### src/rtl/pcie_cfg_pkg.sv
// Shared constants and types for the PCIe DMA memory request arbiter.
// Requester IDs, FSM states and the registered memory beat layout.
package pcie_cfg_pkg;

    localparam int CFG_PCIE_DMAADDR_WIDTH = 36;

    localparam logic REQ_PIO = 1'b0;
    localparam logic REQ_DMA = 1'b1;

    typedef enum logic {
        ST_IDLE   = 1'b0,
        ST_LOCKED = 1'b1
    } arb_state_e;

    typedef struct packed {
        logic        write;
        logic [9:0]  bytes;
        logic [7:0]  strob;
        logic [63:0] data;
        logic        last;
    } mem_beat_t;

endpackage

### src/rtl/pcie_id_fifo.sv
// Ordered FIFO of 1-bit requester IDs awaiting a memory response.
// Depth is a power of two; push and pop may occur in the same cycle.
module pcie_id_fifo #(
    parameter int DEPTH_LOG2 = 2
) (
    input  logic                  i_clk,
    input  logic                  i_rst,
    input  logic                  i_push,
    input  logic                  i_din,
    input  logic                  i_pop,
    output logic                  o_dout,
    output logic [DEPTH_LOG2:0]   o_count,
    output logic                  o_full,
    output logic                  o_empty
);

    localparam int DEPTH = 1 << DEPTH_LOG2;

    logic [DEPTH-1:0]      mem_q, mem_d;
    logic [DEPTH_LOG2-1:0] wr_q, wr_d;
    logic [DEPTH_LOG2-1:0] rd_q, rd_d;
    logic [DEPTH_LOG2:0]   count_q, count_d;

    always_comb begin
        mem_d   = mem_q;
        wr_d    = wr_q;
        rd_d    = rd_q;
        count_d = count_q;
        if (i_push) begin
            mem_d[wr_q] = i_din;
            wr_d        = wr_q + 1'b1;
        end
        if (i_pop) begin
            rd_d = rd_q + 1'b1;
        end
        case ({i_push, i_pop})
            2'b10:   count_d = count_q + 1'b1;
            2'b01:   count_d = count_q - 1'b1;
            default: count_d = count_q;
        endcase
    end

    always_ff @(posedge i_clk or posedge i_rst) begin
        if (i_rst) begin
            mem_q   <= '0;
            wr_q    <= '0;
            rd_q    <= '0;
            count_q <= '0;
        end else begin
            mem_q   <= mem_d;
            wr_q    <= wr_d;
            rd_q    <= rd_d;
            count_q <= count_d;
        end
    end

    assign o_dout  = mem_q[rd_q];
    assign o_count = count_q;
    assign o_empty = (count_q == '0);
    assign o_full  = count_q[DEPTH_LOG2];

endmodule

### src/rtl/pcie_mem_req_arbiter.sv
// Round-robin, burst-locked arbiter sharing the memory request port
// between PIO RX (req0) and DMA (req1), with in-order response routing.
module pcie_mem_req_arbiter
    import pcie_cfg_pkg::*;
#(
    parameter int CFG_OUTSTANDING_LOG2 = 2,
    parameter int ADDR_WIDTH           = CFG_PCIE_DMAADDR_WIDTH
) (
    input  logic                  i_clk,
    input  logic                  i_rst,
    input  logic                  i_req0_valid,
    output logic                  o_req0_ready,
    input  logic                  i_req0_write,
    input  logic [9:0]            i_req0_bytes,
    input  logic [ADDR_WIDTH-1:0] i_req0_addr,
    input  logic [7:0]            i_req0_strob,
    input  logic [63:0]           i_req0_data,
    input  logic                  i_req0_last,
    output logic                  o_resp0_valid,
    output logic [63:0]           o_resp0_data,
    input  logic                  i_req1_valid,
    output logic                  o_req1_ready,
    input  logic                  i_req1_write,
    input  logic [9:0]            i_req1_bytes,
    input  logic [ADDR_WIDTH-1:0] i_req1_addr,
    input  logic [7:0]            i_req1_strob,
    input  logic [63:0]           i_req1_data,
    input  logic                  i_req1_last,
    output logic                  o_resp1_valid,
    output logic [63:0]           o_resp1_data,
    input  logic                  i_req_mem_ready,
    output logic                  o_req_mem_valid,
    output logic                  o_req_mem_write,
    output logic [9:0]            o_req_mem_bytes,
    output logic [ADDR_WIDTH-1:0] o_req_mem_addr,
    output logic [7:0]            o_req_mem_strob,
    output logic [63:0]           o_req_mem_data,
    output logic                  o_req_mem_last,
    input  logic                  i_resp_mem_valid,
    input  logic [63:0]           i_resp_mem_data,
    output logic                  o_err_unexp
);

    localparam logic [CFG_OUTSTANDING_LOG2:0] DEPTH_V =
        {1'b1, {CFG_OUTSTANDING_LOG2{1'b0}}};

    arb_state_e            state_q, state_d;
    logic                  grant_q, grant_d;
    logic                  ptr_q, ptr_d;
    logic                  mem_valid_q, mem_valid_d;
    mem_beat_t             beat_q, beat_d;
    logic [ADDR_WIDTH-1:0] addr_q, addr_d;
    logic                  err_q, err_d;

    mem_beat_t             req0_beat, req1_beat, sel_beat;
    logic [ADDR_WIDTH-1:0] sel_addr;
    logic                  sel_valid;
    logic                  gnt_act, gnt_id;
    logic                  slice_free, rdy, acc, push;

    logic                  fifo_push, fifo_pop, fifo_head;
    logic                  fifo_full, fifo_empty;
    logic [CFG_OUTSTANDING_LOG2:0] fifo_count;
    logic                  resp_hit, resp_id;

    assign req0_beat = '{write: i_req0_write, bytes: i_req0_bytes,
                         strob: i_req0_strob, data: i_req0_data,
                         last: i_req0_last};
    assign req1_beat = '{write: i_req1_write, bytes: i_req1_bytes,
                         strob: i_req1_strob, data: i_req1_data,
                         last: i_req1_last};

    assign slice_free = ~mem_valid_q | i_req_mem_ready;

    // The grant is decided and used in the same cycle it is made.
    always_comb begin
        state_d = state_q;
        grant_d = grant_q;
        ptr_d   = ptr_q;
        gnt_act = 1'b0;
        gnt_id  = grant_q;
        unique case (state_q)
            ST_IDLE: begin
                if ((i_req0_valid | i_req1_valid)
                    && (fifo_count < DEPTH_V)) begin
                    gnt_act = 1'b1;
                    gnt_id  = (i_req0_valid && i_req1_valid) ? ptr_q
                            : (i_req1_valid ? REQ_DMA : REQ_PIO);
                    grant_d = gnt_id;
                    state_d = ST_LOCKED;
                end
            end
            ST_LOCKED: gnt_act = 1'b1;
            default:   gnt_act = 1'b0;
        endcase
        sel_beat  = (gnt_id == REQ_DMA) ? req1_beat : req0_beat;
        sel_addr  = (gnt_id == REQ_DMA) ? i_req1_addr : i_req0_addr;
        sel_valid = (gnt_id == REQ_DMA) ? i_req1_valid : i_req0_valid;
        rdy       = gnt_act & slice_free & ~i_rst;
        acc       = rdy & sel_valid;
        push      = acc & sel_beat.last;
        if (push) begin
            state_d = ST_IDLE;
            ptr_d   = ~gnt_id;
        end
    end

    always_comb begin
        mem_valid_d = mem_valid_q & ~i_req_mem_ready;
        beat_d      = beat_q;
        addr_d      = addr_q;
        if (acc) begin
            mem_valid_d = 1'b1;
            beat_d      = sel_beat;
            addr_d      = sel_addr;
        end
    end

    // An empty FIFO with a same-cycle push routes the response to that push.
    assign fifo_pop  = i_resp_mem_valid & ~fifo_empty;
    assign fifo_push = push & ~(fifo_empty & i_resp_mem_valid)
                     & (~fifo_full | fifo_pop);
    assign resp_hit  = i_resp_mem_valid & (~fifo_empty | push);
    assign resp_id   = fifo_empty ? gnt_id : fifo_head;
    assign err_d     = err_q | (i_resp_mem_valid & fifo_empty & ~push);

    pcie_id_fifo #(
        .DEPTH_LOG2 (CFG_OUTSTANDING_LOG2)
    ) u_id_fifo (
        .i_clk   (i_clk),
        .i_rst   (i_rst),
        .i_push  (fifo_push),
        .i_din   (gnt_id),
        .i_pop   (fifo_pop),
        .o_dout  (fifo_head),
        .o_count (fifo_count),
        .o_full  (fifo_full),
        .o_empty (fifo_empty)
    );

    always_ff @(posedge i_clk or posedge i_rst) begin
        if (i_rst) begin
            state_q     <= ST_IDLE;
            grant_q     <= REQ_PIO;
            ptr_q       <= REQ_PIO;
            mem_valid_q <= 1'b0;
            beat_q      <= '0;
            addr_q      <= '0;
            err_q       <= 1'b0;
        end else begin
            state_q     <= state_d;
            grant_q     <= grant_d;
            ptr_q       <= ptr_d;
            mem_valid_q <= mem_valid_d;
            beat_q      <= beat_d;
            addr_q      <= addr_d;
            err_q       <= err_d;
        end
    end

    assign o_req0_ready    = rdy & (gnt_id == REQ_PIO);
    assign o_req1_ready    = rdy & (gnt_id == REQ_DMA);
    assign o_resp0_valid   = resp_hit & (resp_id == REQ_PIO);
    assign o_resp1_valid   = resp_hit & (resp_id == REQ_DMA);
    assign o_resp0_data    = o_resp0_valid ? i_resp_mem_data : '0;
    assign o_resp1_data    = o_resp1_valid ? i_resp_mem_data : '0;
    assign o_req_mem_valid = mem_valid_q;
    assign o_req_mem_write = beat_q.write;
    assign o_req_mem_bytes = beat_q.bytes;
    assign o_req_mem_addr  = addr_q;
    assign o_req_mem_strob = beat_q.strob;
    assign o_req_mem_data  = beat_q.data;
    assign o_req_mem_last  = beat_q.last;
    assign o_err_unexp     = err_q;

endmodule

### config.mk
export PLATFORM = sky130hd
export DESIGN_NAME = pcie_mem_req_arbiter
export DESIGN_NICKNAME = d
export VERILOG_FILES = /design/src/rtl/pcie_cfg_pkg.sv /design/src/rtl/pcie_id_fifo.sv /design/src/rtl/pcie_mem_req_arbiter.sv
export SDC_FILE = /design/constraint.sdc
export NUM_CORES = 1
export LEC_CHECK = 0
export ABC_AREA = 1
export CORE_AREA = 2 2 221 223
export CTS_CLUSTER_DIAMETER = 30
export CTS_CLUSTER_SIZE = 8
export DETAILED_ROUTE_END_ITERATION = 12
export DIE_AREA = 0 0 223 225
export REMOVE_ABC_BUFFERS = 1
export SLEW_MARGIN = 40
export SYNTH_ARGS = -nofsm -noshare
export SYNTH_HDL_FRONTEND = slang
export SYNTH_HIERARCHICAL = 1
export SYNTH_SLANG_ARGS = --single-unit
### constraint.sdc
create_clock -name i_clk -period 7.4 [get_ports i_clk]
set_clock_uncertainty 0.05 [all_clocks]
set_input_delay 1.85 -clock i_clk [delete_from_list [all_inputs] [get_ports i_clk]]
set_output_delay 1.85 -clock i_clk [all_outputs]
set_load 0.02 [all_outputs]
==> results of run 1 <==
stage by stage:
| stage | TNS, ns | area [µm²] | power [mW] | cells |
|---|---|---|---|---|
| floorplan | -251.06 | 7496 | 3.469 | 910 |
| global placement | 0 | 14130 | 5.194 | 2100 |
| detailed placement | 0 | 14150 | 5.257 | 2101 |
| CTS | 0 | 14710 | 6.163 | 2133 |
| global route | 0 | 14730 | 6.474 | 2134 |
| finish | 0 | 14730 | 6.051 | 2135 |
layout make-up:
type | count | area [µm²] | share of cell area
Inverter | 92 | 352.8 | 0.02395
Multi-Input combinational cell | 682 | 3781 | 0.2567
Timing Repair Buffer | 577 | 5863 | 0.3980
Antenna cell | 1 | 2.502 | 0.0001699
Clock buffer | 20 | 436.7 | 0.02964
Tap cell | 615 | 769.5 | 0.05224
Sequential cell | 136 | 3403 | 0.2310
Clock inverter | 12 | 121.4 | 0.008239
report_power, final:
group	internal (mW)	switching [mW]
Combinational	1.63	2.25
Sequential	1.11	0.217
Clock	0.467	0.383
Total	3.21	2.85
per-layer routing:
metal,share of wire,up-vias
li1,-,4134
met1,0.39,3939
met3,0.076,23
met2,0.52,366
met5,0,-
met4,0.016,0
registers in the layout, summed over array words and instances (netlist names):
register / flops
grant_q: 1
o_err_unexp: 1
o_req_mem_addr: 36
o_req_mem_bytes: 10
o_req_mem_data: 64
o_req_mem_last: 1
o_req_mem_strob: 8
o_req_mem_valid: 1
o_req_mem_write: 1
ptr_q: 1
state_q: 1
u_id_fifo/mem_q: 4
u_id_fifo/o_count: 3
u_id_fifo/rd_q: 2
u_id_fifo/wr_q: 2
cells by family after synthesis:
| group | Yosys count | synth area share |
|---|---|---|
| simple gates | 541 | 0.3182 |
| fa+ha+maj | 6 | 0.01044 |
| compound gates | 131 | 0.1406 |
| xor+xnor | 4 | 0.004429 |
| buf+inv | 160 | 0.09616 |
| flops | 136 | 0.4302 |
worst min-delay path by stage:
| stage | to | slack, ns | depth (start not counted) |
|---|---|---|---|
| after detailed placement | o_req_mem_bytes[0] | 0.42 | 2 |
| final | o_req_mem_data[19] | 0.43 | 2 |
| after CTS | o_req_mem_data[19] | 0.44 | 2 |
| after floorplan | u_id_fifo/mem_q[1] | 0.41 | 2 |
| after global routing | o_req_mem_data[42] | 0.45 | 2 |
| after global placement | o_req_mem_last | 0.41 | 2 |
cells in the mapped netlist:
cell type  count  area [µm²]
nor2_1       278        1044
nand2_1      150       563.0
dfrtp_1      136        3403
inv_1         90       337.8
o31ai_1       89       668.1
nor2_2        60       375.4
nor2_4        39       439.2
buf_2         38       190.2
o31ai_2       30       375.4
clkbuf_1      16       60.06
buf_6          8       90.09
ha_1           5       62.56
buf_8          4       60.06
nand2_2        4       25.02
nand3_1        4       20.02
nand3_2        4       40.04
o21ai_1        4       20.02
o21ai_0        3       15.01
xor2_1         3       26.28
buf_4          2       15.01
inv_2          2       7.510
o211ai_1       2       15.01
a21oi_1        1       5.000
a31oi_1        1       6.260
fa_1           1       20.02
nand4_1        1       6.260
nor3_1         1       5.000
o21bai_1       1       7.510
xnor2_1        1       8.760
tightest hold or removal path: stages, from the launching register on:
cell and delay [ns]:
dfrtp_1 0.34, nand2_1 0.05, o31ai_1 0.05
==> metrics, run 1 <==
Slew Viols, Final=0; met3 Use GR=0.04381; maximum vdd drop=between 200 and 250 µV; status=finished, final reports clean; static leakage=6.210 nW; CP startpoint kind=input port; worst r2r dst=o_req_mem_addr[11]; fraction of layout cells with a size suffix above 1=0.1284; setup bufs post-CTS=0; Avg WL per Cell=15.92 µm; DR iter-0 viols=about 290; ratio of final minimum period to clock period=0.8944; Crit. Startpoint=i_req1_valid; setup ws final=between 0.7 and 0.8 ns; die height=225 µm; CP endpoint kind=output port; worst r2r src=u_id_fifo/o_count[2]; core area=47550 µm²; TritonCTS Sinks=136; CTS root buf=clkbuf_16; GRT overflow=0; CTS tree=done; met2 usage=0.2434; initial core utilization=0.1664; Worst Max-Slew Pin Slew=0.7792 ns; Fill cells=5057; Crit Path Class=in2out; Max H-tree Level=4; Post-DRT Antenna Nets=0; cts repair resizes=0; Via density=between 3 and 4; DR vias=8462; number of global-route vias before repair=roughly 8600; Die Area=50180 µm²; Crit path largest cell delay=0.62 ns; Seq/Total Area, Yosys=0.4302; total CTS buffers=17; unrepaired setup endpoints after global routing=no; FMAX=151.1 MHz; Crit path required time=5.50 ns; cell count after synthesis=978; clk slew on worst S/H paths=0.06 ns; first-pass GRT wire length=50720 µm; CP Capture Point=o_resp0_data[44]; Hold Path Class=reg2reg; busiest layer in global routing=met2; CTS Hold Bufs=0; routability cong.=0.8045; crit path DAT=4.72 ns; flops & latches, synth=136; clock tree buffer depth=2; number of iterations in the first detailed-routing pass=4; HPWL Detailed=26340 µm; Critical Path Stages=13; final setup fails=0; drc violations=0; # rows=80; worst slack at placement=0.7796 ns; Mapped Area=7911 µm²; Hold Fails Final Rpt=0; HP Start=o_req_mem_data[19]; Max Cap Viol=0; met1 track demand over resource=0.1443; cells along the critical path=clkdlybuf4s50_1 -> nor2_1 -> nor2_2 -> nand3_2 -> nand2_4 -> nand2_1 -> nand2_2 -> nand3_2 -> nand2_2 -> nand3_4 -> buf_12 -> nor2_2 -> clkdlybuf4s50_1; most common cell after layout, fill and taps aside=clkdlybuf4s50_1; global-route usage over all layers=0.1341; R2R cell count=11; WP buf/inv=3; clock latency on the worst-skew pair=0.46 ns; Distinct cells, synth=29; crit path max fanout=44; initial antenna violation count=0; final core occ=0.3098; mean post-synth cell area=8.089 µm²; number of port buffers=about 560; wirelength, routed=33990 µm; largest net degree at the start of global routing=173; setup slack, reg-to-reg=4.32 ns; die width=between 200 and 250 µm; CP max stage cell=clkdlybuf4s50_1; Rel. slew slack=0.4805; Power Dens Cells=410.8 nW/µm²; Fin Hold WS=0.4300 ns; Syn-to-layout area delta=86.19%; warning count from the yosys run=6; most frequent cells in the layout=552 x clkdlybuf4s50_1, 278 x nor2_1, 150 x nand2_1; min Tclk post-route=6.619 ns; NumNets Final=1822; boundary pin count=about 560; Crit path max-delay family=buffers and inverters
(Power assumes the default switching activity.)
==> inputs of run 2 (changes only) <==
--- a/config.mk
+++ b/config.mk
@@ -12,7 +12,6 @@
 export DETAILED_ROUTE_END_ITERATION = 12
 export DIE_AREA = 0 0 223 225
 export REMOVE_ABC_BUFFERS = 1
-export SLEW_MARGIN = 40
 export SYNTH_ARGS = -nofsm -noshare
 export SYNTH_HDL_FRONTEND = slang
 export SYNTH_HIERARCHICAL = 1
==> run 2 against run 1 <==
Global-route usage decreased by 0.13 points. Clock-buffer cell count unchanged. Hold slack improved by 0.00098 ns. Combinational power about the same. Final cell count decreased by 0.14%. Die area unchanged. Non-clock buffer count decreased by 2. Register-to-register slack got worse by 0.22 ns. Maximum frequency about the same. Sequential share of layout area about the same. Highest routed layer is now met5. Sequential power about the same.
==> metrics, run 2 (synthesis results as in run 1) <==
most frequent cells in the layout=552 x clkdlybuf4s50_1, 278 x nor2_1, 150 x nand2_1; crit path max fanout=44; worst r2r dst=o_req_mem_addr[11]; HPWL Detailed=26170 µm; Crit path required time=between 5 and 6 ns; Avg WL per Cell=15.92 µm; register area=3403 µm²; crit path DAT=4.71 ns; number of global-route vias before repair=about 8600; Worst Max-Slew Pin Slew=0.8832 ns; Power Dens Cells=411.3 nW/µm²; DP Cell Count=2100; # rows=80; total CTS buffers=17; status=finished, final reports clean; FMAX=~150 MHz; Fill cells=5023; fraction of layout cells with a size suffix above 1=0.1285; Crit path largest cell delay=around 0.62 ns; wirelength, routed=33930 µm; CP startpoint kind=input port; Crit path max-delay family=buffers and inverters; WP buf/inv=3; min Tclk post-route=6.612 ns; setup bufs post-CTS=0; Syn-to-layout area delta=85.88%; CP endpoint kind=output port; Max Cap Viol=0; die height=225 µm; Die Area=50180 µm²; Slew Viols, Final=0; Max H-tree Level=4; ratio of final minimum period to clock period=0.8936; global-route usage over all layers=0.1327; HP Start=o_req_mem_data[49]; GRT overflow=0; Multi-input gate area=3781 µm²; initial antenna violation count=1; die width=223 µm; Post-Layout Cell Count=2132; number of iterations in the first detailed-routing pass=4; diode count=0; Crit Path Class=in2out; maximum vdd drop=238.0 µV; largest net degree at the start of global routing=173; Fin Hold WS=0.4310 ns; number of port buffers=approximately 560; core area=47550 µm²; first-pass GRT wire length=between 50000 and 60000 µm; Via density=3.988; cells along the critical path=clkdlybuf4s50_1 -> nor2_1 -> nor2_2 -> nand3_2 -> nand2_4 -> nand2_1 -> nand2_2 -> nand3_2 -> nand2_2 -> nand3_4 -> buf_12 -> nor2_2 -> clkdlybuf4s50_1; initial core utilization=0.1664; routability cong.=0.8045; CTS Hold Bufs=0; clk slew on worst S/H paths=about 0.060 ns; Hold Path End=o_req_mem_data[49]; most common cell after layout, fill and taps aside=clkdlybuf4s50_1; final setup fails=0; CTS tree=done; DR vias=between 8000 and 9000; worst r2r src=u_id_fifo/o_count[2]; Post-DRT Antenna Nets=0; hold path cells=2; Hold Fails Final Rpt=0; CTS root buf=clkbuf_16; TritonCTS Sinks=136; Hold Path Class=reg2reg; drc violations=0; unrepaired setup endpoints after global routing=no; CP max stage cell=clkdlybuf4s50_1; setup slack, reg-to-reg=4.10 ns; NumNets Final=about 1800; max reg flops=64; static leakage=6.207 nW; DR iter-0 viols=317; cts repair resizes=0; clock tree buffer depth=2; Rel. slew slack=0.4112; clock latency on the worst-skew pair=approximately 0.46 ns; R2R cell count=10; final core occ=0.3093; boundary pin count=564
-- run 2: cell types whose count changed in the layout (fill, tap and decap cells not counted) --
| cell | previous run | this run |
|---|---|---|
| clkbuf_1 | 3 | 1 |
| clkbuf_8 | 0 | 2 |
| diode_2 | 1 | 0 |
| buf_12 | 12 | 10 |
| clkinv_2 | 1 | 2 |
| clkinvlp_4 | 5 | 4 |
-- run 2: area by class of cell --
cell class / count / area share
repair buffers: 575 / 0.3960
multi-input cells: 682 / 0.2571
inverters: 92 / 0.02399
flip-flops and latches: 136 / 0.2314
clock buffers: 20 / 0.03106
well taps: 615 / 0.05233
clock inverters: 12 / 0.008083
-- run 2: worst min-delay path, stage by stage, from the launching register on --
cell and delay [ns]:
dfrtp_1 0.34, nand2_1 0.05, o31ai_1 0.05
-- run 2: metrics by stage --
stage | setup slack, ns | power (mW) | instance area (µm²) | TNS [ns]
3_5_place_dp | 0.7765 | 5.242 | 14130 | 0
3_3_place_gp | 0.8410 | 5.194 | 14130 | 0
2_1_floorplan | -2.302 | 3.469 | 7496 | -251.06
5_1_grt | 0.6134 | 6.463 | 14710 | 0
4_1_cts | 0.7723 | 6.163 | 14710 | 0
6_report | 0.7877 | 6.048 | 14710 | 0
-- run 2: layer usage --
layer / vias to the layer above / global-route usage / wire (µm)
met2: 389 / 0.2397 / 17420
li1: 4135 / - / -
met4: 2 / 0.05651 / 832
met5: - / 0 / 13
met1: 3941 / 0.1397 / 12950
met3: 35 / 0.04668 / 2708
-- run 2: worst max path at each step --
| stage | start | to | slack (ns) | cells past startpoint |
|---|---|---|---|---|
| after floorplan | i_rst | o_resp1_data[0] | -2.30 | 7 |
| after global placement | i_req0_valid | o_resp0_data[10] | 0.84 | 13 |
| after detailed placement | i_req1_valid | o_resp0_data[44] | 0.78 | 13 |
| after CTS | i_req1_valid | o_resp0_data[44] | 0.77 | 13 |
| after global routing | i_req1_valid | o_resp0_data[2] | 0.61 | 13 |
| final | i_req1_valid | o_resp0_data[44] | 0.79 | 13 |
-- run 2: power by group --
group	total (mW)	leakage (nW)	internal (mW)	switching, mW
sequential	1.33	1.67	1.11	0.216
clock	0.860	0.272	0.484	0.376
combinational	3.86	4.27	1.62	2.24
total	6.05	6.21	3.21	2.84
